`config.mk`:
```
export PLATFORM = sky130hd
export DESIGN_NAME = glitchcore_wb_host_flat
export DESIGN_NICKNAME = d
export VERILOG_FILES = /design/src/rtl/glitchcore_wb_host_if.sv /design/src/rtl/glitchcore_wb_host.sv /design/src/flat_wrapper.sv
export SDC_FILE = /design/constraint.sdc
export NUM_CORES = 1
export LEC_CHECK = 0
export CORE_UTILIZATION = 26
export DETAILED_ROUTE_END_ITERATION = 8
export PLACE_DENSITY_LB_ADDON = 0.05
export SYNTH_ARGS = -nofsm -noshare
export SYNTH_HDL_FRONTEND = slang
export SYNTH_SLANG_ARGS = --single-unit
```
`constraint.sdc`:
```
create_clock -name clk -period 6.4 [get_ports clk]
set_input_delay 1.28 -clock clk [delete_from_list [all_inputs] [get_ports clk]]
set_output_delay 1.28 -clock clk [all_outputs]
set_load 0.02 [all_outputs]
```
`src/rtl/glitchcore_wb_host_if.sv`:
```
// Bundle of the host byte streams and the Wishbone classic initiator bus.
// Latency: none, wires only.
// Backpressure: valid/ready on both byte streams, ack-terminated cycles on Wishbone.
interface glitchcore_wb_host_if;
    // Command byte stream from the host
    logic [7:0]  cmd_data;
    logic        cmd_valid;
    logic        cmd_ready;

    // Response byte stream back to the host
    logic [7:0]  rsp_data;
    logic        rsp_valid;
    logic        rsp_ready;

    // Wishbone classic initiator side
    logic [31:0] wb_adr_o;
    logic [31:0] wb_dat_o;
    logic [31:0] wb_dat_i;
    logic        wb_we_o;
    logic        wb_sel_o;
    logic        wb_stb_o;
    logic        wb_cyc_o;
    logic        wb_ack_i;

    // The bridge drives the bus and consumes commands
    modport master (
        input  cmd_data,
        input  cmd_valid,
        output cmd_ready,
        output rsp_data,
        output rsp_valid,
        input  rsp_ready,
        output wb_adr_o,
        output wb_dat_o,
        input  wb_dat_i,
        output wb_we_o,
        output wb_sel_o,
        output wb_stb_o,
        output wb_cyc_o,
        input  wb_ack_i
    );

    // Host plus Wishbone target seen from the outside
    modport slave (
        output cmd_data,
        output cmd_valid,
        input  cmd_ready,
        input  rsp_data,
        input  rsp_valid,
        output rsp_ready,
        input  wb_adr_o,
        input  wb_dat_o,
        output wb_dat_i,
        input  wb_we_o,
        input  wb_sel_o,
        input  wb_stb_o,
        input  wb_cyc_o,
        output wb_ack_i
    );
endinterface

```
`src/rtl/glitchcore_wb_host.sv`:
```
// Byte-command to Wishbone classic bridge: 'W' adr d3 d2 d1 d0 / 'R' adr, answers status (+ read data).
// Latency: bus cycle issued the edge after the last command byte; first response byte one edge after ack/timeout.
// Backpressure: cmd_ready low while a bus cycle or response is in flight; response bytes held while rsp_ready is low.
module glitchcore_wb_host #(
    parameter int unsigned TIMEOUT = 255
) (
    input  logic               clk,
    input  logic               rst,
    glitchcore_wb_host_if.master link
);

    localparam logic [2:0] S_IDLE = 3'd0;
    localparam logic [2:0] S_ADDR = 3'd1;
    localparam logic [2:0] S_DATA = 3'd2;
    localparam logic [2:0] S_BUS  = 3'd3;
    localparam logic [2:0] S_RESP = 3'd4;

    localparam logic [7:0] OP_WRITE   = 8'h57;
    localparam logic [7:0] OP_READ    = 8'h52;
    localparam logic [7:0] ST_OK      = 8'h00;
    localparam logic [7:0] ST_TIMEOUT = 8'hEE;
    localparam logic [7:0] ST_BADOP   = 8'hFF;

    // Wait counter value at which the cycle is abandoned: the counter would
    // reach TIMEOUT on this edge, giving exactly TIMEOUT cycles of strobe.
    localparam logic [7:0] WAIT_TERM = 8'(TIMEOUT - 1);

    logic [2:0]  state;
    logic        is_write;
    logic        is_read;
    logic [7:0]  addr;
    logic [31:0] wdata;
    logic [1:0]  byte_cnt;
    logic [7:0]  wait_cnt;
    logic [7:0]  status;
    logic [31:0] rdata;
    logic [2:0]  rsp_idx;

    logic        wb_cyc;
    logic        wb_stb;
    logic        wb_sel;
    logic        wb_we;
    logic [31:0] wb_adr;
    logic [31:0] wb_dat;

    logic        cmd_ready;
    logic        cmd_fire;
    logic        rsp_valid;
    logic        rsp_fire;
    logic        rsp_last;
    logic [7:0]  rsp_byte;

    // Stream handshakes; cmd_ready is forced low while reset is held
    always_comb begin
        cmd_ready = rst && ((state == S_IDLE) || (state == S_ADDR) || (state == S_DATA));
        cmd_fire  = link.cmd_valid && cmd_ready;
        rsp_valid = (state == S_RESP);
        rsp_fire  = rsp_valid && link.rsp_ready;
        rsp_last  = is_read ? (rsp_idx == 3'd4) : (rsp_idx == 3'd0);
    end

    // Response byte select: status first, then read data MSB first
    always_comb begin
        rsp_byte = 8'h00;
        if (state == S_RESP) begin
            case (rsp_idx)
                3'd0:    rsp_byte = status;
                3'd1:    rsp_byte = rdata[31:24];
                3'd2:    rsp_byte = rdata[23:16];
                3'd3:    rsp_byte = rdata[15:8];
                3'd4:    rsp_byte = rdata[7:0];
                default: rsp_byte = 8'h00;
            endcase
        end
    end

    assign link.cmd_ready = cmd_ready;
    assign link.rsp_valid = rsp_valid;
    assign link.rsp_data  = rsp_byte;
    assign link.wb_cyc_o  = wb_cyc;
    assign link.wb_stb_o  = wb_stb;
    assign link.wb_sel_o  = wb_sel;
    assign link.wb_we_o   = wb_we;
    assign link.wb_adr_o  = wb_adr;
    assign link.wb_dat_o  = wb_dat;

    // Command parser, bus cycle control and response sequencing
    always_ff @(posedge clk or negedge rst) begin
        if (!rst) begin
            state    <= S_IDLE;
            is_write <= 1'b0;
            is_read  <= 1'b0;
            addr     <= 8'h00;
            wdata    <= 32'h0;
            byte_cnt <= 2'd0;
            wait_cnt <= 8'h00;
            status   <= 8'h00;
            rdata    <= 32'h0;
            rsp_idx  <= 3'd0;
            wb_cyc   <= 1'b0;
            wb_stb   <= 1'b0;
            wb_sel   <= 1'b0;
            wb_we    <= 1'b0;
            wb_adr   <= 32'h0;
            wb_dat   <= 32'h0;
        end else begin
            case (state)
                S_IDLE: begin
                    if (cmd_fire) begin
                        is_write <= (link.cmd_data == OP_WRITE);
                        is_read  <= (link.cmd_data == OP_READ);
                        if ((link.cmd_data == OP_WRITE) || (link.cmd_data == OP_READ)) begin
                            state <= S_ADDR;
                        end else begin
                            // Unknown opcode: single error byte, no bus activity
                            status  <= ST_BADOP;
                            rsp_idx <= 3'd0;
                            state   <= S_RESP;
                        end
                    end
                end

                S_ADDR: begin
                    if (cmd_fire) begin
                        addr <= link.cmd_data;
                        if (is_write) begin
                            byte_cnt <= 2'd0;
                            state    <= S_DATA;
                        end else begin
                            // Read goes straight onto the bus with the fresh address
                            wait_cnt <= 8'h00;
                            wb_cyc   <= 1'b1;
                            wb_stb   <= 1'b1;
                            wb_sel   <= 1'b1;
                            wb_we    <= 1'b0;
                            wb_adr   <= {24'h0, link.cmd_data};
                            wb_dat   <= wdata;
                            state    <= S_BUS;
                        end
                    end
                end

                S_DATA: begin
                    if (cmd_fire) begin
                        wdata    <= {wdata[23:0], link.cmd_data};
                        byte_cnt <= byte_cnt + 2'd1;
                        if (byte_cnt == 2'd3) begin
                            wait_cnt <= 8'h00;
                            wb_cyc   <= 1'b1;
                            wb_stb   <= 1'b1;
                            wb_sel   <= 1'b1;
                            wb_we    <= 1'b1;
                            wb_adr   <= {24'h0, addr};
                            wb_dat   <= {wdata[23:0], link.cmd_data};
                            state    <= S_BUS;
                        end
                    end
                end

                S_BUS: begin
                    // Ack is checked first so it wins over a simultaneous terminal count
                    if (link.wb_ack_i || (wait_cnt == WAIT_TERM)) begin
                        wb_cyc  <= 1'b0;
                        wb_stb  <= 1'b0;
                        wb_sel  <= 1'b0;
                        wb_we   <= 1'b0;
                        wb_adr  <= 32'h0;
                        wb_dat  <= 32'h0;
                        rsp_idx <= 3'd0;
                        state   <= S_RESP;
                        if (link.wb_ack_i) begin
                            status <= ST_OK;
                            if (is_read) begin
                                rdata <= link.wb_dat_i;
                            end
                        end else begin
                            status <= ST_TIMEOUT;
                            rdata  <= 32'h0;
                        end
                    end else begin
                        wait_cnt <= wait_cnt + 8'd1;
                    end
                end

                S_RESP: begin
                    if (rsp_fire) begin
                        if (rsp_last) begin
                            state <= S_IDLE;
                        end else begin
                            rsp_idx <= rsp_idx + 3'd1;
                        end
                    end
                end

                default: begin
                    state <= S_IDLE;
                end
            endcase
        end
    end

endmodule

```
`src/flat_wrapper.sv`:
```
// flat-port wrapper written by rule: the top's interface ports become plain ports
module glitchcore_wb_host_flat 
#(
    parameter int unsigned TIMEOUT = 255
)
  (clk, rst, link_cmd_data, link_cmd_valid, link_cmd_ready, link_rsp_data, link_rsp_valid, link_rsp_ready, link_wb_adr_o, link_wb_dat_o, link_wb_dat_i, link_wb_we_o, link_wb_sel_o, link_wb_stb_o, link_wb_cyc_o, link_wb_ack_i);
  glitchcore_wb_host_if link_i ();
  input  logic clk;
  input  logic rst;
  input wire logic [$bits(link_i.cmd_data)-1:0] link_cmd_data;
  input wire logic [$bits(link_i.cmd_valid)-1:0] link_cmd_valid;
  output wire logic [$bits(link_i.cmd_ready)-1:0] link_cmd_ready;
  output wire logic [$bits(link_i.rsp_data)-1:0] link_rsp_data;
  output wire logic [$bits(link_i.rsp_valid)-1:0] link_rsp_valid;
  input wire logic [$bits(link_i.rsp_ready)-1:0] link_rsp_ready;
  output wire logic [$bits(link_i.wb_adr_o)-1:0] link_wb_adr_o;
  output wire logic [$bits(link_i.wb_dat_o)-1:0] link_wb_dat_o;
  input wire logic [$bits(link_i.wb_dat_i)-1:0] link_wb_dat_i;
  output wire logic [$bits(link_i.wb_we_o)-1:0] link_wb_we_o;
  output wire logic [$bits(link_i.wb_sel_o)-1:0] link_wb_sel_o;
  output wire logic [$bits(link_i.wb_stb_o)-1:0] link_wb_stb_o;
  output wire logic [$bits(link_i.wb_cyc_o)-1:0] link_wb_cyc_o;
  input wire logic [$bits(link_i.wb_ack_i)-1:0] link_wb_ack_i;
  assign link_i.cmd_data = link_cmd_data;
  assign link_i.cmd_valid = link_cmd_valid;
  assign link_cmd_ready = link_i.cmd_ready;
  assign link_rsp_data = link_i.rsp_data;
  assign link_rsp_valid = link_i.rsp_valid;
  assign link_i.rsp_ready = link_rsp_ready;
  assign link_wb_adr_o = link_i.wb_adr_o;
  assign link_wb_dat_o = link_i.wb_dat_o;
  assign link_i.wb_dat_i = link_wb_dat_i;
  assign link_wb_we_o = link_i.wb_we_o;
  assign link_wb_sel_o = link_i.wb_sel_o;
  assign link_wb_stb_o = link_i.wb_stb_o;
  assign link_wb_cyc_o = link_i.wb_cyc_o;
  assign link_i.wb_ack_i = link_wb_ack_i;
  glitchcore_wb_host #(.TIMEOUT(TIMEOUT)) u_core (.clk(clk), .rst(rst), .link(link_i));
endmodule
```
# Word level (Yosys, flattened, before mapping)
# Index checks and enable logic that the tools add are counted.
dict set report totals {
  register_bits 164
  latch_bits 0
  ramBits 0
  romBits 0
  elab_cells 121
  n_memories 0
}
dict set report op_classes {
  addsub 3
  multipliers 0
  div_mod_pow 0
  n_lt_le_gt_ge 0
  eq_ne 25
  n_shift 0
  n_mux 56
  n_bitwise 0
  n_reduce_logical 23
}
# cell n
set op_table {}
lappend op_table {{$mux 32} 11}
lappend op_table {{$pmux 32 s3} 2}
lappend op_table {{$mux 8} 10}
lappend op_table {{$pmux 8 s5} 1}
lappend op_table {{$mux 3} 13}
lappend op_table {{$pmux 8 s3} 1}
lappend op_table {{$reduce_and 6->1} 3}
lappend op_table {{$eq 8x7->1 const B} 2}
lappend op_table {{$ne 2x1->1 const B} 8}
lappend op_table {{$pmux 8 s2} 1}
lappend op_table {{$pmux 3 s5} 1}
lappend op_table {{$eq 3x2->1 const B} 4}
lappend op_table {{$ne 2x2->1 const B} 5}
lappend op_table {{$mux 1} 9}
lappend op_table {{$pmux 3 s3} 1}
lappend op_table {{$add 8x1->8 const B} 1}
lappend op_table {{$eq 8x8->1 const B} 1}
lappend op_table {{$reduce_and 4->1} 2}
lappend op_table {{$reduce_and 7->1} 1}
lappend op_table {{$eq 3x1->1 const B} 2}
lappend op_table {{$eq 3x3->1 const B} 2}
lappend op_table {{$logic_not 3->1} 2}
lappend op_table {{$mux 2} 3}
lappend op_table {{$pmux 1 s3} 2}
lappend op_table {{other kinds (10)} 19}

# Longest topological paths before layout
# Gate-level depths: netlist of the first run.
dict set report logic_depth {
  word_depth 7
  depth_mapped 9
  depth_no_buf 7
}

# Least setup slack after synthesis of the first run
# OpenSTA, ideal clock, no wires.
dict set report synth_path {
  path_type {register to output}
  startpoint {reg u_core.rsp_idx[2]}
  endpoint {out link_rsp_data[0]}
  arrival_ns 2.158
  setup_slack_ns 2.962
  path_stages_with_launch 7
  n_path_buf 2
  cell_sequence {dfrtp_1 clkbuf_1 clkinv_1 ha_1 buf_1 o31ai_1 nor2_1}
}
dict set report synth_between {
  elab_chain_cells 3
  elab_cells_between_ends 7
  classes_between {eq/ne (4); mux (2); reduce/logical (1)}
}
# element line
set synth_rtl {}
lappend synth_rtl {{start, declared} glitchcore_wb_host.sv:37} ;# logic [2:0] rsp_idx;
lappend synth_rtl {{start signal, assigned} glitchcore_wb_host.sv:190} ;# rsp_idx <= rsp_idx + 3'd1;
lappend synth_rtl {{$eq 3x3->1 (tied with other cells)} glitchcore_wb_host.sv:66} ;# case (rsp_idx)
lappend synth_rtl {{$pmux 8 s5 *} glitchcore_wb_host.sv:66}
lappend synth_rtl {{$mux 8 *} glitchcore_wb_host.sv:65} ;# if (state == S_RESP) begin
lappend synth_rtl {{end, declared} flat_wrapper.sv:13} ;# output wire logic [$bits(link_i.rsp_data)-1:0] link_rsp_data;
# Every way passes the cells marked *; elsewhere a longest branch is shown, timed or not.

# Worst setup path in the final report of the first run
# Ends and elaborated chain as after synthesis.

==> report_table.html, run 1 <==
<table>
<tr><th>Metric</th><th>Value</th></tr>
<tr><th colspan="2">STA</th></tr>
<tr><td>Final Hold Violating Endpoints</td><td>0</td></tr>
<tr><td>Final setup violation count</td><td>0</td></tr>
<tr><td>Max-Slew Margin vs Limit</td><td>23.8%</td></tr>
<tr><td>Fraction of the cycle the final worst path needs</td><td>just over 70%</td></tr>
<tr><td>Post-Route Setup TNS</td><td>0 ps</td></tr>
<tr><td>Maximum clock skew at final layout</td><td>10.7 ps</td></tr>
<tr><td>Slew at the pin with the worst max-slew slack</td><td>1140 ps</td></tr>
<tr><td>Final min period</td><td>around 4600 ps</td></tr>
<tr><td>RSZ-0062 raised after global routing</td><td>no</td></tr>
<tr><td>Total count of max-transition violations in the final report</td><td>0</td></tr>
<tr><td>Max Clock Freq</td><td>217 MHz</td></tr>
<tr><th colspan="2">Logic synthesis</th></tr>
<tr><td>Number of flops mapped to enable cells by yosys</td><td>0</td></tr>
<tr><td>Post-synthesis cell count</td><td>665</td></tr>
<tr><td>Synth cell types</td><td>48</td></tr>
<tr><td>Share of the synthesized area in compound gates (AO/OA/AOI/OAI)</td><td>13.9%</td></tr>
<tr><td>Fraction of synthesized cell area taken by the top area cell type</td><td>51.5%</td></tr>
<tr><td>Post-synthesis share of cell area spent on full adders, half adders and majority gates</td><td>between 1.5 and 2%</td></tr>
<tr><td>Number of synthesis warnings</td><td>0</td></tr>
<tr><td>Netlist area before placement</td><td>6500 sq um</td></tr>
<tr><td>Main combinational cell family by area after synthesis</td><td>simple AND/OR/NAND/NOR gates</td></tr>
<tr><td>Most used standard cell by instance count after synthesis</td><td>dfrtp_1</td></tr>
<tr><td>Simple-gate share of the synthesized area</td><td>about 18%</td></tr>
<tr><td>Cell types with the largest area share after synthesis</td><td>dfrtp_1 (52%), mux2_2 (7.3%), nand2_1 (7.2%), o21ai_0 (3.9%), buf_4 (3.7%)</td></tr>
<tr><td>Multiplexer share of the synthesized area</td><td>7.42%</td></tr>
<tr><td>Proportion of register bits with asynchronous set or reset after synthesis</td><td>100%</td></tr>
<tr><td>Post-synthesis sequential area ratio</td><td>between 50% and 60%</td></tr>
<tr><td>XOR/XNOR share of the synthesized area</td><td>0.539%</td></tr>
<tr><td>Total of flip-flops plus latches after synthesis</td><td>134</td></tr>
<tr><td>Prevailing post-synth register cell</td><td>dfrtp_1</td></tr>
<tr><td>Avg Inst Size Synth</td><td>9.78 sq um</td></tr>
<tr><td>Cell taking the most area after synthesis</td><td>dfrtp_1</td></tr>
<tr><td>Most numerous cell types in the synthesized netlist</td><td>dfrtp_1 (134), nand2_1 (124), o21ai_0 (51)</td></tr>
<tr><th colspan="2">Setup path</th></tr>
<tr><td>Crit path buffers/inverters</td><td>2</td></tr>
<tr><td>Depth of the worst register-to-register path</td><td>7</td></tr>
<tr><td>Worst-path maximum fanout</td><td>14</td></tr>
<tr><td>Signal arrival time at the worst endpoint</td><td>3330 ps</td></tr>
<tr><td>Worst r2r src</td><td>u_core.wait_cnt[0]</td></tr>
<tr><td>Worst setup slack for register-to-register paths</td><td>3930 ps</td></tr>
<tr><td>Capturing point of the worst reg2reg path</td><td>u_core.rdata[30]</td></tr>
<tr><td>Kind of critical path</td><td>reg -&gt; out</td></tr>
<tr><td>Kind of cell with the highest combined delay on the critical path</td><td>buffers and inverters</td></tr>
<tr><td>Cells along the critical path</td><td>clkinv_1 -&gt; ha_1 -&gt; o31ai_1 -&gt; nor2_1 -&gt; clkdlybuf4s50_1</td></tr>
<tr><td>Crit path max-delay cell type</td><td>o31ai_1</td></tr>
<tr><td>Element type at the critical path end</td><td>primary output</td></tr>
<tr><td>Startpoint type of the worst setup path</td><td>flip-flop</td></tr>
<tr><td>Worst path required time</td><td>5120 ps</td></tr>
<tr><td>Slowest Stage Delay on Critical Path</td><td>between 800 and 900 ps</td></tr>
<tr><th colspan="2">Drt</th></tr>
<tr><td>Final antenna-violating net count</td><td>0</td></tr>
<tr><td>Vias post-DR</td><td>between 4,000 and 5,000</td></tr>
<tr><td>Total wirelength of the detailed-routed design</td><td>17.4 mm</td></tr>
<tr><td>Average detailed-routed wire length per instance</td><td>16.2 um</td></tr>
<tr><td>Residual DRC count</td><td>0</td></tr>
<tr><td>Detail-routed via count per cell</td><td>4.62</td></tr>
<tr><td>Iteration count of the initial detailed-routing pass</td><td>4</td></tr>
<tr><td>Number of design-rule violations left by the first detailed-router iteration</td><td>275</td></tr>
<tr><th colspan="2">Min path</th></tr>
<tr><td>Hold worst-path end</td><td>u_core.rdata[21]</td></tr>
<tr><td>Worst hold path cell count</td><td>2</td></tr>
<tr><td>Hold WC Path Type</td><td>reg -&gt; reg</td></tr>
<tr><td>Startpoint of the worst hold path</td><td>u_core.rdata[21]</td></tr>
<tr><th colspan="2">Power and ir drop</th></tr>
<tr><td>Power density over the cells</td><td>425 nW/um^2</td></tr>
<tr><td>Pleak</td><td>0.00382 uW</td></tr>
<tr><td>PnR Total Power</td><td>roughly 3500 uW</td></tr>
<tr><td>Worst vdd rail ir drop</td><td>0.000202 V</td></tr>
<tr><th colspan="2">Placed design</th></tr>
<tr><td>Final weighted congestion in routability-driven placement</td><td>0.810</td></tr>
<tr><td>Port Buf Inserts</td><td>98</td></tr>
<tr><td>Total half-perimeter wirelength after legalization and detailed placement</td><td>around 12 mm</td></tr>
<tr><th colspan="2">Run status</th></tr>
<tr><td>Status</td><td>finished clean</td></tr>
<tr><th colspan="2">Global routing</th></tr>
<tr><td>First-pass GRT wire length</td><td>28.3 mm</td></tr>
<tr><td>Largest net degree at the start of global routing</td><td>84</td></tr>
<tr><td>Number of global-route vias before repair</td><td>5,063</td></tr>
<tr><td>Global routing usage summed across all routing layers</td><td>roughly 14%</td></tr>
<tr><td>GRT overflow</td><td>0</td></tr>
<tr><td>Number of antenna violations at the first check in global routing</td><td>0</td></tr>
<tr><th colspan="2">Floorplanning</th></tr>
<tr><td>FP Rows</td><td>57</td></tr>
<tr><td>Core Area</td><td>24,500 sq um</td></tr>
<tr><td>Boundary Pins</td><td>123</td></tr>
<tr><td>Starting density of the core</td><td>between 20% and 30%</td></tr>
<tr><td>Vertical die dimension</td><td>around 160 um</td></tr>
<tr><td>Overall die width</td><td>160 um</td></tr>
<tr><td>Die Area</td><td>roughly 26,000 sq um</td></tr>
<tr><th colspan="2">Final layout</th></tr>
<tr><td>Area growth syn-to-layout</td><td>26.0%</td></tr>
<tr><td>Multi-input combinational cell area</td><td>around 2800 sq um</td></tr>
<tr><td>Total Nets Final</td><td>792</td></tr>
<tr><td>Fill cell total of the finished layout</td><td>about 2,500</td></tr>
<tr><td>Number of diodes added for antenna fixing</td><td>0</td></tr>
<tr><td>FF/Latch Area</td><td>3350 sq um</td></tr>
<tr><td>Proportion of layout cells with a drive suffix above 1</td><td>about an eighth</td></tr>
<tr><th colspan="2">CTS</th></tr>
<tr><td>Clock transition at the registers of the reported paths</td><td>60 ps</td></tr>
<tr><td>Max H-tree Level</td><td>4</td></tr>
<tr><td>Clock tree from TritonCTS</td><td>built</td></tr>
<tr><td>Library cell used as clock root buffer</td><td>clkbuf_16</td></tr>
<tr><td>Setup bufs post-CTS</td><td>0</td></tr>
<tr><td>Cells resized by post-CTS repair</td><td>0</td></tr>
<tr><td>Maximum buffer depth of the clock tree</td><td>2</td></tr>
<tr><td>Number of clock buffers inserted by TritonCTS</td><td>17</td></tr>
<tr><td>Hold Buf Count CTS</td><td>0</td></tr>
<tr><td>Clock sinks</td><td>approximately 130</td></tr>
<tr><td>Clock Latency Late Sink</td><td>420 ps</td></tr>
<tr><th colspan="2">Run</th></tr>
<tr><td>Number of maximum-capacitance constraint violations</td><td>0</td></tr>
</table>
[area by class of cell]
class | instances | share of cell area, %
well taps | 324 | 4.95
repair buffers | 104 | 12.5
flip-flops and latches | 134 | 40.9
clock buffers | 20 | 5.69
multi-input cells | 471 | 34.2
inverters | 11 | 0.504
clock inverters | 11 | 1.22
[metal layers]
layer  global-route usage (%)  vias to the layer above  routed length (um)  share of wire, %
li1                         -                     2420                   -                 -
met1                     19.2                     2424                8320                48
met2                     22.5                      108                8260                47
met3                     3.32                       14                 685               3.9
met4                     3.64                        0                 149              0.86
met5                        0                        -                   0                 0
[tightest hold or removal path, delay by kind of cell (launching register included)]
family	cells	cell delay, ps
and+or+nand+nor	2	100
DFF	1	340
[state kept, by name, indices dropped and copies added (netlist names), 2 cells and up]
register,cells
u_core.status,2
u_core.link.wb_adr_o,8
u_core.wdata,32
u_core.wait_cnt,8
u_core.state,3
u_core.byte_cnt,2
u_core.rsp_idx,3
u_core.link.wb_dat_o,32
u_core.rdata,32
u_core.addr,8
[where the power goes]
group          total (uW)  internal (uW)  switching (uW)
clock                 947            562             385
sequential           1270           1080             191
combinational        1270            536             733
total                3480           2180            1310
[cell families (layout without fill, tap and decap cells)]
logic type / after synthesis / count (layout)
compound gates: 143 / 143
other cells: 1 / 24
buf+inv: 83 / 146
xor+xnor: 4 / 4
mux: 43 / 43
simple gates: 249 / 249
fa+ha+maj: 8 / 8
flops: 134 / 134
[cells in the final DEF, fill, tap and decap left out, types with 2 or more instances in the layout]
cell type        instances
xnor2_1                  3
a22o_1                  11
clkbuf_8                 3
or3_1                    2
clkdlybuf4s50_1         97
buf_4                    6
nor2_1                  24
o21ai_0                 51
a21o_1                   8
clkbuf_16               17
conb_1                  24
a222oi_1                 8
a21oi_1                 36
o41ai_1                  2
a211o_1                  3
dfrtp_1                134
clkinvlp_4               5
nand2b_1                 2
ha_1                     8
and2_1                  11
nand2_1                123
and3_1                  33
nand3_1                 41
inv_1                   10
clkinv_2                 3
mux2_2                  42
a31oi_1                 11
nor2b_1                  2
o31ai_1                  3
a22oi_1                  3
[metrics by stage]
| step | hold WS (ps) | instance area [sq um] | worst slack [ps] | utilization (%) | instances |
|---|---|---|---|---|---|
| after floorplan | 438 | 6590 | 2960 | - | 688 |
| after global placement | 454 | 7630 | 2340 | 31.2 | 1044 |
| after detailed placement | 461 | 7630 | 2220 | 31.2 | 1044 |
| after CTS | 473 | 8200 | 1780 | 33.5 | 1075 |
| after global routing | 498 | 8200 | 1540 | 33.5 | 1075 |
| final | 473 | 8200 | 1790 | 33.5 | 1075 |
[worst max-delay path by stage]
stage	depth (start not counted)	end	from	slack, ps
6_report	5	link_rsp_data[0]	u_core.rsp_idx[2]	1790
5_1_grt	5	link_rsp_data[6]	u_core.rsp_idx[2]	1540
4_1_cts	5	link_rsp_data[0]	u_core.rsp_idx[2]	1780
3_5_place_dp	5	link_rsp_data[0]	u_core.rsp_idx[2]	2220
3_3_place_gp	5	link_rsp_data[1]	u_core.rsp_idx[2]	2340
2_1_floorplan	6	link_rsp_data[0]	u_core.rsp_idx[2]	2960
(Power assumes the default switching activity.)
==> inputs of run 2 (changes only) <==
==> constraint.sdc (replaced) <==
create_clock -name clk -period 4.2 [get_ports clk]
set_input_delay 0.84 -clock clk [delete_from_list [all_inputs] [get_ports clk]]
set_output_delay 0.84 -clock clk [all_outputs]
set_load 0.02 [all_outputs]
==> run 2 against run 1 <==
Net effect:
- cell area is 0.93% higher
- clock skew is 5.7 ps higher
- critical path type unchanged
- first-iteration DRC count is 24% higher
- largest cell class unchanged
- final cell count is 0.47% higher
- flip-flop and latch count stayed put
- sequential power is 52% higher
- non-clock buffer count is 4 higher
- via count is 1.4% higher
- highest routed layer unchanged
==> report_table.html, run 2 (same netlist as run 1, synthesis figures left out) <==
<table>
<tr><th>Metric</th><th>Value</th></tr>
<tr><th colspan="2">Drt</th></tr>
<tr><td>Vias post-DR</td><td>5,037 (+1.4%)</td></tr>
<tr><td>Detail-routed via count per cell</td><td>4.66 (+0.96%)</td></tr>
<tr><td>Residual DRC count</td><td>0 (unchanged)</td></tr>
<tr><td>Iteration count of the initial detailed-routing pass</td><td>6 (+2)</td></tr>
<tr><td>Total wirelength of the detailed-routed design</td><td>17.5 mm (+0.29%)</td></tr>
<tr><td>Final antenna-violating net count</td><td>0 (unchanged)</td></tr>
<tr><td>Number of design-rule violations left by the first detailed-router iteration</td><td>342 (+24%)</td></tr>
<tr><td>Average detailed-routed wire length per instance</td><td>16.2 um (-0.18%)</td></tr>
<tr><th colspan="2">STA</th></tr>
<tr><td>Total count of max-transition violations in the final report</td><td>0 (unchanged)</td></tr>
<tr><td>Post-Route Setup TNS</td><td>0 ps (unchanged)</td></tr>
<tr><td>Final setup violation count</td><td>0 (unchanged)</td></tr>
<tr><td>Worst hold slack</td><td>312 ps (-160 ps)</td></tr>
<tr><td>Max-Slew Margin vs Limit</td><td>25.9% (+2.1 points)</td></tr>
<tr><td>Slew at the pin with the worst max-slew slack</td><td>1110 ps (-33.5 ps)</td></tr>
<tr><td>Fraction of the cycle the final worst path needs</td><td>93.9%</td></tr>
<tr><td>Maximum clock skew at final layout</td><td>16.4 ps (+5.70 ps)</td></tr>
<tr><td>Max Clock Freq</td><td>between 200 and 300 MHz</td></tr>
<tr><td>RSZ-0062 raised after global routing</td><td>no</td></tr>
<tr><td>Final min period</td><td>3940 ps</td></tr>
<tr><td>Final Hold Violating Endpoints</td><td>0 (unchanged)</td></tr>
<tr><th colspan="2">Floorplanning</th></tr>
<tr><td>Starting density of the core</td><td>26.6% (unchanged)</td></tr>
<tr><td>Core Area</td><td>24,500 sq um (unchanged)</td></tr>
<tr><td>FP Rows</td><td>57 (unchanged)</td></tr>
<tr><td>Vertical die dimension</td><td>160 um (unchanged)</td></tr>
<tr><td>Boundary Pins</td><td>123 (unchanged)</td></tr>
<tr><td>Overall die width</td><td>160 um (unchanged)</td></tr>
<tr><td>Die Area</td><td>25,700 sq um (unchanged)</td></tr>
<tr><th colspan="2">Placed design</th></tr>
<tr><td>Port Buf Inserts</td><td>98 (unchanged)</td></tr>
<tr><td>Total half-perimeter wirelength after legalization and detailed placement</td><td>11.7 mm (+2.0%)</td></tr>
<tr><td>Final weighted congestion in routability-driven placement</td><td>0.793 (-2.0%)</td></tr>
<tr><th colspan="2">Setup path</th></tr>
<tr><td>Worst path required time</td><td>3360 ps (-1760 ps)</td></tr>
<tr><td>Signal arrival time at the worst endpoint</td><td>3100 ps (-230 ps)</td></tr>
<tr><td>Element type at the critical path end</td><td>primary output</td></tr>
<tr><td>Startpoint type of the worst setup path</td><td>flip-flop</td></tr>
<tr><td>Kind of critical path</td><td>reg -&gt; out</td></tr>
<tr><td>Worst-path maximum fanout</td><td>14 (unchanged)</td></tr>
<tr><th colspan="2">CTS</th></tr>
<tr><td>Number of clock buffers inserted by TritonCTS</td><td>17 (unchanged)</td></tr>
<tr><td>Clock transition at the registers of the reported paths</td><td>60 ps (about the same)</td></tr>
<tr><td>Maximum buffer depth of the clock tree</td><td>2 (unchanged)</td></tr>
<tr><td>Setup bufs post-CTS</td><td>0 (unchanged)</td></tr>
<tr><td>Cells resized by post-CTS repair</td><td>0 (unchanged)</td></tr>
<tr><td>Clock Latency Late Sink</td><td>430 ps (about the same)</td></tr>
<tr><td>Max H-tree Level</td><td>4 (unchanged)</td></tr>
<tr><td>Clock tree from TritonCTS</td><td>built</td></tr>
<tr><td>Hold Buf Count CTS</td><td>0 (unchanged)</td></tr>
<tr><td>Clock sinks</td><td>134 (unchanged)</td></tr>
<tr><td>Library cell used as clock root buffer</td><td>clkbuf_16</td></tr>
<tr><th colspan="2">Final layout</th></tr>
<tr><td>Most common cell after layout, fill and taps aside</td><td>dfrtp_1</td></tr>
<tr><td>Fin util</td><td>33.8% (+0.31 points)</td></tr>
<tr><td>Area growth syn-to-layout</td><td>27.2%</td></tr>
<tr><td>Proportion of layout cells with a drive suffix above 1</td><td>12.4% (+0.58 points)</td></tr>
<tr><td>Most frequent cells in the layout</td><td>dfrtp_1 (134), nand2_1 (123), clkdlybuf4s50_1 (97)</td></tr>
<tr><td>Total Nets Final</td><td>796 (+0.51%)</td></tr>
<tr><td>Fill cell total of the finished layout</td><td>2,478 (-1.7%)</td></tr>
<tr><td>Number of diodes added for antenna fixing</td><td>0 (unchanged)</td></tr>
<tr><th colspan="2">Global routing</th></tr>
<tr><td>First-pass GRT wire length</td><td>28.0 mm (-1.2%)</td></tr>
<tr><td>Global routing usage summed across all routing layers</td><td>14.0% (-0.16 points)</td></tr>
<tr><td>GRT overflow</td><td>0 (unchanged)</td></tr>
<tr><td>Largest net degree at the start of global routing</td><td>83 (-1.2%)</td></tr>
<tr><td>Number of global-route vias before repair</td><td>4,949 (-2.3%)</td></tr>
<tr><td>Number of antenna violations at the first check in global routing</td><td>0 (unchanged)</td></tr>
<tr><th colspan="2">Power and ir drop</th></tr>
<tr><td>Switching share of power</td><td>37.4% (-0.098 points)</td></tr>
<tr><td>Part of the total power dissipated in the clock network</td><td>28.9% (+1.7 points)</td></tr>
<tr><td>Int Pwr</td><td>3410 uW (+57%)</td></tr>
<tr><td>Combinational power share</td><td>35.8% (-0.6 points)</td></tr>
<tr><td>Power density over the cells</td><td>659 nW/um^2 (+55%)</td></tr>
<tr><td>Worst vdd rail ir drop</td><td>0.000373 V (+84%)</td></tr>
<tr><td>Part of the power in registers</td><td>35.4% (-1.0 points)</td></tr>
<tr><td>Pleak</td><td>0.00386 uW (+1.1%)</td></tr>
<tr><td>Switch Pwr</td><td>2040 uW (+56%)</td></tr>
<tr><th colspan="2">Min path</th></tr>
<tr><td>Hold WC Path Type</td><td>in -&gt; async</td></tr>
<tr><th colspan="2">Run status</th></tr>
<tr><td>Status</td><td>finished clean</td></tr>
<tr><th colspan="2">Run</th></tr>
<tr><td>Number of maximum-capacitance constraint violations</td><td>0 (unchanged)</td></tr>
</table>
==> run 2: changes by cell type in the layout (fill, tap and decap cells not counted), sizes merged <==
cell	before	now
buf	7	11
bufinv	1	3
clkinvlp	5	3
clkinv	5	4
clkbuf	20	17
inv	11	16
==> run 2: per-layer routing <==
layer  wire length [um]  up-vias  GRT usage, %
met5                  0        -             0
met4                157        0          3.90
met3                664        9          3.56
met2               8030      109          21.7
met1               8620     2484          19.2
li1                   -     2435             -
==> run 2: area by class of cell <==
cell class | count | area [sq um] | share of cell area [%]
multi-input cells | 471 | 2800 | 33.8
inverters | 11 | 41.3 | 0.499
well taps | 324 | 405 | 4.90
flip-flops and latches | 134 | 3350 | 40.5
clock inverters | 15 | 193 | 2.33
clock buffers | 17 | 425 | 5.14
repair buffers | 108 | 1060 | 12.8
==> run 2: worst max-delay path, cell delays in order, from the launching register on <==
cell             delay [ps]
dfrtp_1                 620
clkinv_1                360
ha_1                    400
o31ai_1                 490
buf_4                   230
nor2_1                   50
clkdlybuf4s50_1         550
==> run 2: per-stage QoR <==
stage | power, uW | std cells | setup WS (ps) | cell area [sq um]
after global routing | 5830 | 1080 | 46.7 | 8270
after detailed placement | 3940 | 1048 | 714 | 7650
final | 5450 | 1080 | 256 | 8270
after CTS | 5550 | 1080 | 255 | 8270
after global placement | 3910 | 1048 | 813 | 7650
after floorplan | 3210 | 688 | 1200 | 6590
==> run 2: path summary, 6_finish.rpt <==
kind | startpoint | to | slack (ps) | cells after the start
hold / removal | rst | u_core.wait_cnt[3] | 310 | 1
min in group clk | u_core.rdata[20] | u_core.rdata[20] | 470 | 2
setup reg to reg | u_core.state[0] | u_core.link.wb_dat_o[3] | 1790 | 5
max in group asynchronous | rst | u_core.link.wb_dat_o[11] | 2740 | 2
setup / recovery | u_core.rsp_idx[2] | link_rsp_data[3] | 260 | 6
hold reg to reg | u_core.rdata[20] | u_core.rdata[20] | 470 | 2
==> run 2: power by group through the flow <==
stage	sequential, uW	clock (uW)	combinational (uW)
floorplan	1990	0	1220
global placement	1940	0	1970
detailed placement	1960	0	1980
CTS	1940	1620	1990
global route	1990	1670	2180
finish	1930	1580	1950
==> inputs of run 3 (changes only) <==
--- a/config.mk
+++ b/config.mk
@@ -8,6 +8,7 @@
 export CORE_UTILIZATION = 26
 export DETAILED_ROUTE_END_ITERATION = 8
 export PLACE_DENSITY_LB_ADDON = 0.05
+export RECOVER_POWER = 100
 export SYNTH_ARGS = -nofsm -noshare
 export SYNTH_HDL_FRONTEND = slang
 export SYNTH_SLANG_ARGS = --single-unit
==> constraint.sdc (replaced) <==
create_clock -name clk -period 4.6 [get_ports clk]
set_input_delay 0.92 -clock clk [delete_from_list [all_inputs] [get_ports clk]]
set_output_delay 0.92 -clock clk [all_outputs]
set_load 0.02 [all_outputs]
==> run 3 against run 2 <==
Net effect:
- the flow now finishes with violations (max-capacitance violations, max-slew violations)
- cell area down 0.91%
- critical path depth shrank 1
- global-route usage grew 0.062 points
- critical endpoint is now link_rsp_data[1]
- largest cell class unchanged
- largest power group is now sequential cells
==> report_table.html, run 3 (same netlist as run 1, synthesis figures left out) <==
<table>
<tr><th>Metric</th><th>Value</th></tr>
<tr><th colspan="2">Final layout</th></tr>
<tr><td>Fin util</td><td>33.5% (-0.31 points)</td></tr>
<tr><td>Proportion of layout cells with a drive suffix above 1</td><td>11.2% (-1.3 points)</td></tr>
<tr><td>Cell area after layout</td><td>8200 sq um (-0.91%)</td></tr>
<tr><td>Total Nets Final</td><td>793 (-0.38%)</td></tr>
<tr><td>Fill cell total of the finished layout</td><td>2,490 (+0.48%)</td></tr>
<tr><td>Most common cell after layout, fill and taps aside</td><td>dfrtp_1</td></tr>
<tr><td>Most frequent cells in the layout</td><td>dfrtp_1 (134), nand2_1 (124), o21ai_0 (51), dlygate4sd3_1 (51), clkdlybuf4s50_1 (46)</td></tr>
<tr><td>Number of diodes added for antenna fixing</td><td>0 (unchanged)</td></tr>
<tr><td>Area growth syn-to-layout</td><td>26.0%</td></tr>
<tr><th colspan="2">Drt</th></tr>
<tr><td>Average detailed-routed wire length per instance</td><td>16.2 um (-0.12%)</td></tr>
<tr><td>Number of design-rule violations left by the first detailed-router iteration</td><td>269 (-21%)</td></tr>
<tr><td>Iteration count of the initial detailed-routing pass</td><td>7 (+1)</td></tr>
<tr><td>Detail-routed via count per cell</td><td>4.60 (-1.4%)</td></tr>
<tr><td>Total wirelength of the detailed-routed design</td><td>17.4 mm (-0.39%)</td></tr>
<tr><td>Vias post-DR</td><td>4,953 (-1.7%)</td></tr>
<tr><td>Residual DRC count</td><td>0 (unchanged)</td></tr>
<tr><td>Final antenna-violating net count</td><td>0 (unchanged)</td></tr>
<tr><th colspan="2">Power and ir drop</th></tr>
<tr><td>Int Pwr</td><td>3010 uW (-12%)</td></tr>
<tr><td>Combinational power share</td><td>35.6% (-0.2 points)</td></tr>
<tr><td>Switch Pwr</td><td>1830 uW (-10%)</td></tr>
<tr><td>Worst vdd rail ir drop</td><td>0.000277 V (-26%)</td></tr>
<tr><td>Switching share of power</td><td>37.9% (+0.44 points)</td></tr>
<tr><td>Power density over the cells</td><td>591 nW/um^2 (-10%)</td></tr>
<tr><td>Part of the total power dissipated in the clock network</td><td>28.0% (-0.9 points)</td></tr>
<tr><td>Pleak</td><td>0.00394 uW (+1.8%)</td></tr>
<tr><td>Part of the power in registers</td><td>36.4% (+1.0 points)</td></tr>
<tr><th colspan="2">Floorplanning</th></tr>
<tr><td>Core Area</td><td>24,500 sq um (unchanged)</td></tr>
<tr><td>Die Area</td><td>25,700 sq um (unchanged)</td></tr>
<tr><td>Overall die width</td><td>160 um (unchanged)</td></tr>
<tr><td>Boundary Pins</td><td>123 (unchanged)</td></tr>
<tr><td>Vertical die dimension</td><td>160 um (unchanged)</td></tr>
<tr><td>Starting density of the core</td><td>26.6% (unchanged)</td></tr>
<tr><td>FP Rows</td><td>57 (unchanged)</td></tr>
<tr><th colspan="2">STA</th></tr>
<tr><td>Fraction of the cycle the final worst path needs</td><td>between 90% and 100%</td></tr>
<tr><td>Post-Route Setup TNS</td><td>0 ps (unchanged)</td></tr>
<tr><td>Max Clock Freq</td><td>229 MHz</td></tr>
<tr><td>Max-Slew Margin vs Limit</td><td>-37.0% (-63 points)</td></tr>
<tr><td>Final Hold Violating Endpoints</td><td>0 (unchanged)</td></tr>
<tr><td>RSZ-0062 raised after global routing</td><td>no</td></tr>
<tr><td>PnR worst setup slack</td><td>240 ps (-16.2 ps)</td></tr>
<tr><td>Total count of max-transition violations in the final report</td><td>266 (+266)</td></tr>
<tr><td>Maximum clock skew at final layout</td><td>9.65 ps (-6.79 ps)</td></tr>
<tr><td>Slew at the pin with the worst max-slew slack</td><td>2050 ps (+946 ps)</td></tr>
<tr><td>Final min period</td><td>4360 ps</td></tr>
<tr><td>Final setup violation count</td><td>0 (unchanged)</td></tr>
<tr><th colspan="2">CTS</th></tr>
<tr><td>Clock tree from TritonCTS</td><td>built</td></tr>
<tr><td>Cells resized by post-CTS repair</td><td>0 (unchanged)</td></tr>
<tr><td>Clock Latency Late Sink</td><td>420 ps (about the same)</td></tr>
<tr><td>Clock transition at the registers of the reported paths</td><td>60 ps (about the same)</td></tr>
<tr><td>Library cell used as clock root buffer</td><td>clkbuf_16</td></tr>
<tr><td>Maximum buffer depth of the clock tree</td><td>2 (unchanged)</td></tr>
<tr><td>Clock sinks</td><td>134 (unchanged)</td></tr>
<tr><td>Number of clock buffers inserted by TritonCTS</td><td>17 (unchanged)</td></tr>
<tr><td>Max H-tree Level</td><td>4 (unchanged)</td></tr>
<tr><td>Hold Buf Count CTS</td><td>0 (unchanged)</td></tr>
<tr><td>Setup bufs post-CTS</td><td>0 (unchanged)</td></tr>
<tr><th colspan="2">Placed design</th></tr>
<tr><td>Setup Slack @ Placement</td><td>733 ps (+18.8 ps)</td></tr>
<tr><td>Cell Area, Placed</td><td>7640 sq um (-0.23%)</td></tr>
<tr><td>Final weighted congestion in routability-driven placement</td><td>0.783 (-1.3%)</td></tr>
<tr><td>Total half-perimeter wirelength after legalization and detailed placement</td><td>11.8 mm (+0.40%)</td></tr>
<tr><td>Port Buf Inserts</td><td>98 (unchanged)</td></tr>
<tr><th colspan="2">Run status</th></tr>
<tr><td>Failing checks</td><td>max-capacitance violations, max-slew violations</td></tr>
<tr><td>Status</td><td>finished, violations left</td></tr>
<tr><th colspan="2">Run</th></tr>
<tr><td>Number of maximum-capacitance constraint violations</td><td>5 (+5)</td></tr>
<tr><th colspan="2">Setup path</th></tr>
<tr><td>Worst path required time</td><td>3680 ps (+320 ps)</td></tr>
<tr><td>Worst-path maximum fanout</td><td>14 (unchanged)</td></tr>
<tr><td>Crit path buffers/inverters</td><td>2 (-1)</td></tr>
<tr><td>Kind of cell with the highest combined delay on the critical path</td><td>buffers and inverters</td></tr>
<tr><td>Startpoint type of the worst setup path</td><td>flip-flop</td></tr>
<tr><td>Crit path max-delay cell type</td><td>o31ai_1</td></tr>
<tr><td>Cells along the critical path</td><td>clkinv_1 -&gt; ha_1 -&gt; o31ai_1 -&gt; nor2_1 -&gt; dlygate4sd3_1</td></tr>
<tr><td>Element type at the critical path end</td><td>primary output</td></tr>
<tr><td>Slowest Stage Delay on Critical Path</td><td>910 ps (+290 ps)</td></tr>
<tr><td>Kind of critical path</td><td>reg -&gt; out</td></tr>
<tr><td>Signal arrival time at the worst endpoint</td><td>3440 ps (+340 ps)</td></tr>
<tr><th colspan="2">Global routing</th></tr>
<tr><td>Global routing usage summed across all routing layers</td><td>14.1% (+0.062 points)</td></tr>
<tr><td>First-pass GRT wire length</td><td>28.1 mm (+0.32%)</td></tr>
<tr><td>Number of antenna violations at the first check in global routing</td><td>0 (unchanged)</td></tr>
<tr><td>GRT overflow</td><td>0 (unchanged)</td></tr>
<tr><td>Largest net degree at the start of global routing</td><td>71 (-14%)</td></tr>
<tr><td>Number of global-route vias before repair</td><td>4,986 (+0.75%)</td></tr>
<tr><th colspan="2">Min path</th></tr>
<tr><td>Hold WC Path Type</td><td>reg -&gt; reg</td></tr>
</table>
run 3: changes by cell type in the layout (fill, tap and decap cells not counted), sizes merged, moves of 3 or more:
cell	delta
buf	-9
clkbuf	+8
clkdlybuf4s50	-51
clkinv	+3
dlygate4sd3	+51
inv	-3
run 3: worst paths after layout:
path / start / end / slack, ps / depth (start not counted)
max in group asynchronous: rst / u_core.link.wb_adr_o[2] / 920 / 3
min in group asynchronous: rst / u_core.wait_cnt[7] / 1200 / 2
worst min register to register: u_core.rdata[20] / u_core.rdata[20] / 470 / 2
worst max-delay path: u_core.rsp_idx[2] / link_rsp_data[1] / 240 / 5
worst max register to register: u_core.state[0] / u_core.link.wb_dat_o[20] / 970 / 5
worst min-delay path: u_core.rdata[20] / u_core.rdata[20] / 470 / 2
run 3: power groups by stage:
stage,logic [uW],registers [uW],clock network [uW]
after global routing,1940,1820,1460
after global placement,1790,1780,0
after floorplan,1110,1820,0
final,1720,1760,1360
after CTS,1820,1770,1400
after detailed placement,1810,1790,0
run 3: worst register-to-register path: stages (launching register included):
cell,delay (ps)
dfrtp_1,670
and3b_1,400
o211ai_1,360
nand2_1,1260
clkbuf_2,620
o21ai_0,190
run 3: cell type report:
type                       instances  area (sq um)  share of cell area (%)
clock buffer                      19           443                    5.40
clock inverter                    13           146                    1.79
inverter                          11          41.3                   0.504
multi-input combinational        471          2790                    34.1
sequential                       134          3350                    40.9
tap                              324           405                    4.95
timing repair buffer             105          1010                    12.4
run 3: layer usage:
| layer | GRT usage, % | part of all wire, % |
|---|---|---|
| met5 | 0 | 0 |
| met4 | 3.72 | 1.0 |
| met3 | 3.45 | 3.8 |
| met2 | 22.0 | 48 |
| met1 | 19.2 | 47 |
run 3: metrics by stage:
stage          power [uW]  hold WS [ps]  instances
6_report             4840           470       1077
3_3_place_gp         3570           456       1045
2_1_floorplan        2930           438        688
4_1_cts              4990           474       1077
3_5_place_dp         3600           460       1045
5_1_grt              5210           499       1077
==> RTL edit 1: new RTL, settings of run 3 <==
Compare `wait_cnt` against `WAIT_TERM` with >= in place of ==.
--- a/src/rtl/glitchcore_wb_host.sv
+++ b/src/rtl/glitchcore_wb_host.sv
@@ -159,7 +159,7 @@
 
                 S_BUS: begin
                     // Ack is checked first so it wins over a simultaneous terminal count
-                    if (link.wb_ack_i || (wait_cnt == WAIT_TERM)) begin
+                    if (link.wb_ack_i || (wait_cnt >= WAIT_TERM)) begin
                         wb_cyc  <= 1'b0;
                         wb_stb  <= 1'b0;
                         wb_sel  <= 1'b0;
Formal check against the unedited RTL: same outputs for any inputs over 4 cycles, from zero or initial values and one cycle with rst low; that may be too few to reach the edited logic, so the function may still have changed.
==> RTL edit 1 against run 3 <==
- the flow still finishes with violations (max-capacitance violations, max-slew violations)
- largest cell class unchanged
- hold slack better by 18 ps
- area after synthesis grew 0.15%
- count of clock-buffer cells in the layout rose by 3
- routed wire length up 4.9%
- utilization about the same
- total power grew 17%
- largest power group is now combinational logic
- sequential share of layout area about the same
- final area barely moved
- setup slack improved by 190 ps
- sequential cell count unchanged
==> RTL edit 1: results (changes against run 3) <==
* Outcome: finished with violations
* Violated checks: max-capacitance violations, max-slew violations
* Synth cell count leaders: 134 x dfrtp_1, 123 x a21oi_1, 43 x a22o_1, 40 x nor3b_1, 33 x buf_4
* Area added between synthesis and finish at 25.9% (about the same)
* RePlAce Congestion at 0.734 (-6.3%)
* Starting DRT DRC Count at 248 (-7.8%)
* Dpl ws at 982 ps (+249 ps)
* Clock Skew at 11.1 ps (+1.48 ps)
* R2R setup slack at 660 ps (-310 ps)
* Max Slew Vio Count at 205 (-23%)
* Pre-antenna DRT Iters at 6 (-1)
* Number of max-cap violations at 4 (-1)
* End of the worst register-to-register path: u_core.wdata[3]
* Worst Tran Pin Value at 2320 ps (+269 ps)
* Vias in the first global route at 4962 (-0.48%)
* Sequential fraction of the synthesis area at 0.515 (-0.000792)
* Hold Crit Class: primary input to asynchronous set/reset pin
* Post-Synth Adder-Cell Area at 0.0154 (-0.0000236)
* Unique masters post-synth at 55 (+15%)
* Worst r2r src: u_core.state[2]
* Synth area leaders: dfrtp_1 51%, a21oi_1 9.4%, a22o_1 5.8%
* Synth Area in Compound Gates at 0.225 (+0.0868)
* CP Capture Point: link_rsp_data[7]
* Hpwl dp at 11900 um (+0.90%)
* GRT Total Usage at 0.148 (+0.00700)
* Crit Path Max Fanout at 13 (-1)
* CP Data Arrival Time at 3250 ps (-190 ps)
* Maximum VDD drop at 0.288 mV (+4.2%)
* Routed vias at 4879 (-1.5%)
* Xor and xnor area share after synthesis at 0.00269 (-0.00270)
* Static Leak at 3.57 nW (-9.3%)
* WHS at 489 ps (+18.2 ps)
* First-pass GRT wire length at 29000 um (+3.3%)
* Clock transition at the registers of the reported paths at 60 ps (about the same)
* R2R depth at 5 (unchanged)
* Setup Buffers After CTS at 0 (unchanged)
* Synth Area per Inst at 10.8 um2 (+11%)
* Vias per cell at 4.83 (+4.9%)
* DP Area at 7640 um2 (about the same)
* Fill cells at 2471 (-0.76%)
* Placed insts at 979 (-6.3%)
* Multiplexer share of the synthesized area at 0.0709 (-0.00338)
* Largest net degree at the start of global routing at 82 (+15%)
* Drt total wl at 18200 um (+4.9%)
* Min Tclk post-route at 4170 ps (-191 ps)
* Share of post-route cells with drive strength above 1 at 0.108 (-0.00384)
* Fin nets at 727 (-8.3%)
## RTL edit 1: routing by layer
layer,wire length [um],up-vias,GRT usage
met3,737,15,0.0336
met2,8870,104,0.241
met4,236,0,0.0485
met5,0,-,0
li1,-,2328,-
met1,8410,2432,0.193
## RTL edit 1: power breakdown
group	internal [mW]	switching (mW)
clock	0.898	0.531
sequential	1.59	0.288
combinational	0.946	1.42
total	3.43	2.24
## RTL edit 1: final cells by class
type                            count  area share
Inverter                           11     0.00503
Clock buffer                       22      0.0578
Tap cell                          324      0.0494
Sequential cell                   134       0.409
Multi-Input combinational cell    404       0.336
Timing Repair Buffer              106       0.125
Clock inverter                     10      0.0175
## RTL edit 1: critical path: stages, from the launching register on
cell and delay (ps):
dfrtp_1 570, inv_1 260, ha_1 370, o31ai_1 650, clkbuf_1 260, nor2_1 80
dlygate4sd3_1 660
==> RTL edit 2: new RTL, settings of run 3 <==
Without the edit above. `TIMEOUT` is set to 255 in 2 places; all go to 127.
--- a/src/rtl/glitchcore_wb_host.sv
+++ b/src/rtl/glitchcore_wb_host.sv
@@ -2,7 +2,7 @@
 // Latency: bus cycle issued the edge after the last command byte; first response byte one edge after ack/timeout.
 // Backpressure: cmd_ready low while a bus cycle or response is in flight; response bytes held while rsp_ready is low.
 module glitchcore_wb_host #(
-    parameter int unsigned TIMEOUT = 255
+    parameter int unsigned TIMEOUT = 127
 ) (
     input  logic               clk,
     input  logic               rst,
--- a/src/flat_wrapper.sv
+++ b/src/flat_wrapper.sv
@@ -1,7 +1,7 @@
 // flat-port wrapper written by rule: the top's interface ports become plain ports
 module glitchcore_wb_host_flat 
 #(
-    parameter int unsigned TIMEOUT = 255
+    parameter int unsigned TIMEOUT = 127
 )
   (clk, rst, link_cmd_data, link_cmd_valid, link_cmd_ready, link_rsp_data, link_rsp_valid, link_rsp_ready, link_wb_adr_o, link_wb_dat_o, link_wb_dat_i, link_wb_we_o, link_wb_sel_o, link_wb_stb_o, link_wb_cyc_o, link_wb_ack_i);
   glitchcore_wb_host_if link_i ();
Formal check against the unedited RTL: no difference found for any inputs over 4 cycles, from zero or initial values and one cycle with rst low; that may be too few to reach the edited logic, so the function may still have changed.
==> RTL edit 2 against run 3 <==
- the flow still finishes with violations (max-capacitance violations, max-slew violations)
- combinational power increased by 41%
- total power up 21%
- synthesized cell count up 0.60%
- sequential power grew 9%
- sequential cell count did not move
- count of clock-buffer cells in the layout fell by 1
- clock power is 9.6% higher
- routed wire length increased by 3.5%
- final area is 5.6% higher
- maximum frequency increased by 9.5%
- area after synthesis rose by 6.2%
- die area increased by 6.1%
- non-clock buffer count is 4 higher
- setup slack improved by 380 ps
- largest cell class unchanged
==> RTL edit 2: results (changes against run 3) <==
* Fin nets at 800 (+0.88%)
* RePlAce Congestion at 0.797 (+1.8%)
* Hold Crit Class: primary input to asynchronous set/reset pin
* Static Leak at 3.95 nW (+0.27%)
* Max Slew Vio Count at 139 (-48%)
* Clock transition at the registers of the reported paths at 60 ps (about the same)
* Unique masters post-synth at 54 (+13%)
* Outcome: finished with violations
* R2R setup slack at 950 ps (-20 ps)
* Vias per cell at 4.63 (+0.62%)
* DP Area at 8040 um2 (+5.3%)
* Residual DRC at 0 (unchanged)
* Multi-input combinational cell area at 2920 um2 (+4.5%)
* Fill cells at 2703 (+8.6%)
* Initial antenna violation count at 1 (+1)
* Synth area leaders: dfrtp_1 49%, mux2_2 6.8%, mux2i_1 4.6%
* Number of max-cap violations at 3 (-2)
* Vias in the first global route at 5081 (+1.9%)
* Antenna cells at 0 (unchanged)
* Largest net degree at the start of global routing at 83 (+17%)
* Maximum VDD drop at 0.257 mV (-7.1%)
* Share of post-route cells with drive strength above 1 at 0.116 (+0.00424)
* Crit Path Max Fanout at 37 (+23)
* CTS max path bufs at 2 (unchanged)
* Drt total wl at 18000 um (+3.5%)
* Synth cell count leaders: 134 x dfrtp_1, 75 x inv_1, 47 x o21ai_0, 45 x a21oi_1, 42 x mux2_2
* CTS Buf Count at 17 (unchanged)
* GRT Total Usage at 0.138 (-0.00227)
* WHS at 473 ps (+3.16 ps)
* Hpwl dp at 12200 um (+3.6%)
* Die X at 165 um (+3.0%)
* First-pass GRT wire length at 28500 um (+1.6%)
* Starting DRT DRC Count at 343 (+28%)
* CP Data Arrival Time at 4280 ps (+840 ps)
* Sequential fraction of the synthesis area at 0.485 (-0.0302)
* Clock Skew at 12.4 ps (+2.78 ps)
* Number of I/O port buffers at 98 (unchanged)
* Worst Tran Pin Value at 2030 ps (-28.4 ps)
* Pre-antenna DRT Iters at 5 (-2)
* Violated checks: max-capacitance violations, max-slew violations
## RTL edit 2: cell types whose count changed after synthesis, sizes merged, moves of 10 or more
cell	change
nand2	-106
buf	+13
inv	+65
mux2i	+31
nor3b	+31
clkbuf	-12
and3	-29
nand2b	+10
nand4	+32
nand3	-36
## RTL edit 2: stage by stage
| step | worst slack, ps | total power [mW] | cells |
|---|---|---|---|
| after floorplan | 1670 | 3.69 | 692 |
| after global placement | 1360 | 4.48 | 1063 |
| after detailed placement | 1250 | 4.49 | 1063 |
| after CTS | 800 | 6.03 | 1095 |
| after global routing | 368 | 6.25 | 1095 |
| final | 618 | 5.84 | 1095 |
## RTL edit 2: cells by family after synthesis
| logic type | after synthesis | share of synthesized area |
|---|---|---|
| other | 1 | 0.000543 |
| buffers and inverters | 149 | 0.105 |
| AND/OR/NAND/NOR | 143 | 0.125 |
| multiplexers | 81 | 0.126 |
| flip-flops | 134 | 0.485 |
| AO/OA/AOI/OAI | 149 | 0.138 |
| XOR/XNOR | 4 | 0.00507 |
| adder cells (fa/ha/maj) | 8 | 0.0145 |
## RTL edit 2: critical path: stages
cell	delay [ps]
dlygate4sd3_1	520
clkbuf_1	1170
and4bb_2	350
o21ai_2	240
o2111ai_4	210
clkbuf_2	440
mux2_2	410
## RTL edit 2: path summary, 6_finish.rpt
path	startpoint	end	cells after the start
setup / recovery	link_wb_ack_i	u_core.link.wb_we_o	7
hold / removal	rst	u_core.status[4]	1
setup reg to reg	u_core.state[1]	u_core.wdata[6]	5
hold reg to reg	u_core.link.wb_dat_o[7]	u_core.link.wb_dat_o[7]	1
max in group asynchronous	rst	u_core.link.wb_dat_o[7]	3
min in group clk	u_core.link.wb_dat_o[7]	u_core.link.wb_dat_o[7]	1
## RTL edit 2: final cells by class
| cell class | count | area share |
|---|---|---|
| Clock buffer | 18 | 0.0496 |
| Clock inverter | 14 | 0.0244 |
| Inverter | 76 | 0.0330 |
| Multi-Input combinational cell | 409 | 0.337 |
| Sequential cell | 134 | 0.388 |
| Tap cell | 335 | 0.0484 |
| Timing Repair Buffer | 109 | 0.120 |
## RTL edit 2: per-layer routing
metal  global-route usage  vias to the layer above  wire, um
li1                     -                     2461         -
met1                0.194                     2495      8820
met2                0.207                       96      8170
met3               0.0372                       13       852
met4               0.0375                        2       156
met5                    0                        -        13
## RTL edit 2: power breakdown
group	switching (mW)	leakage, nW	internal [mW]
Combinational	1.35	1.98	1.09
Clock	0.567	0.310	0.925
Sequential	0.322	1.65	1.60
Total	2.24	3.95	3.61
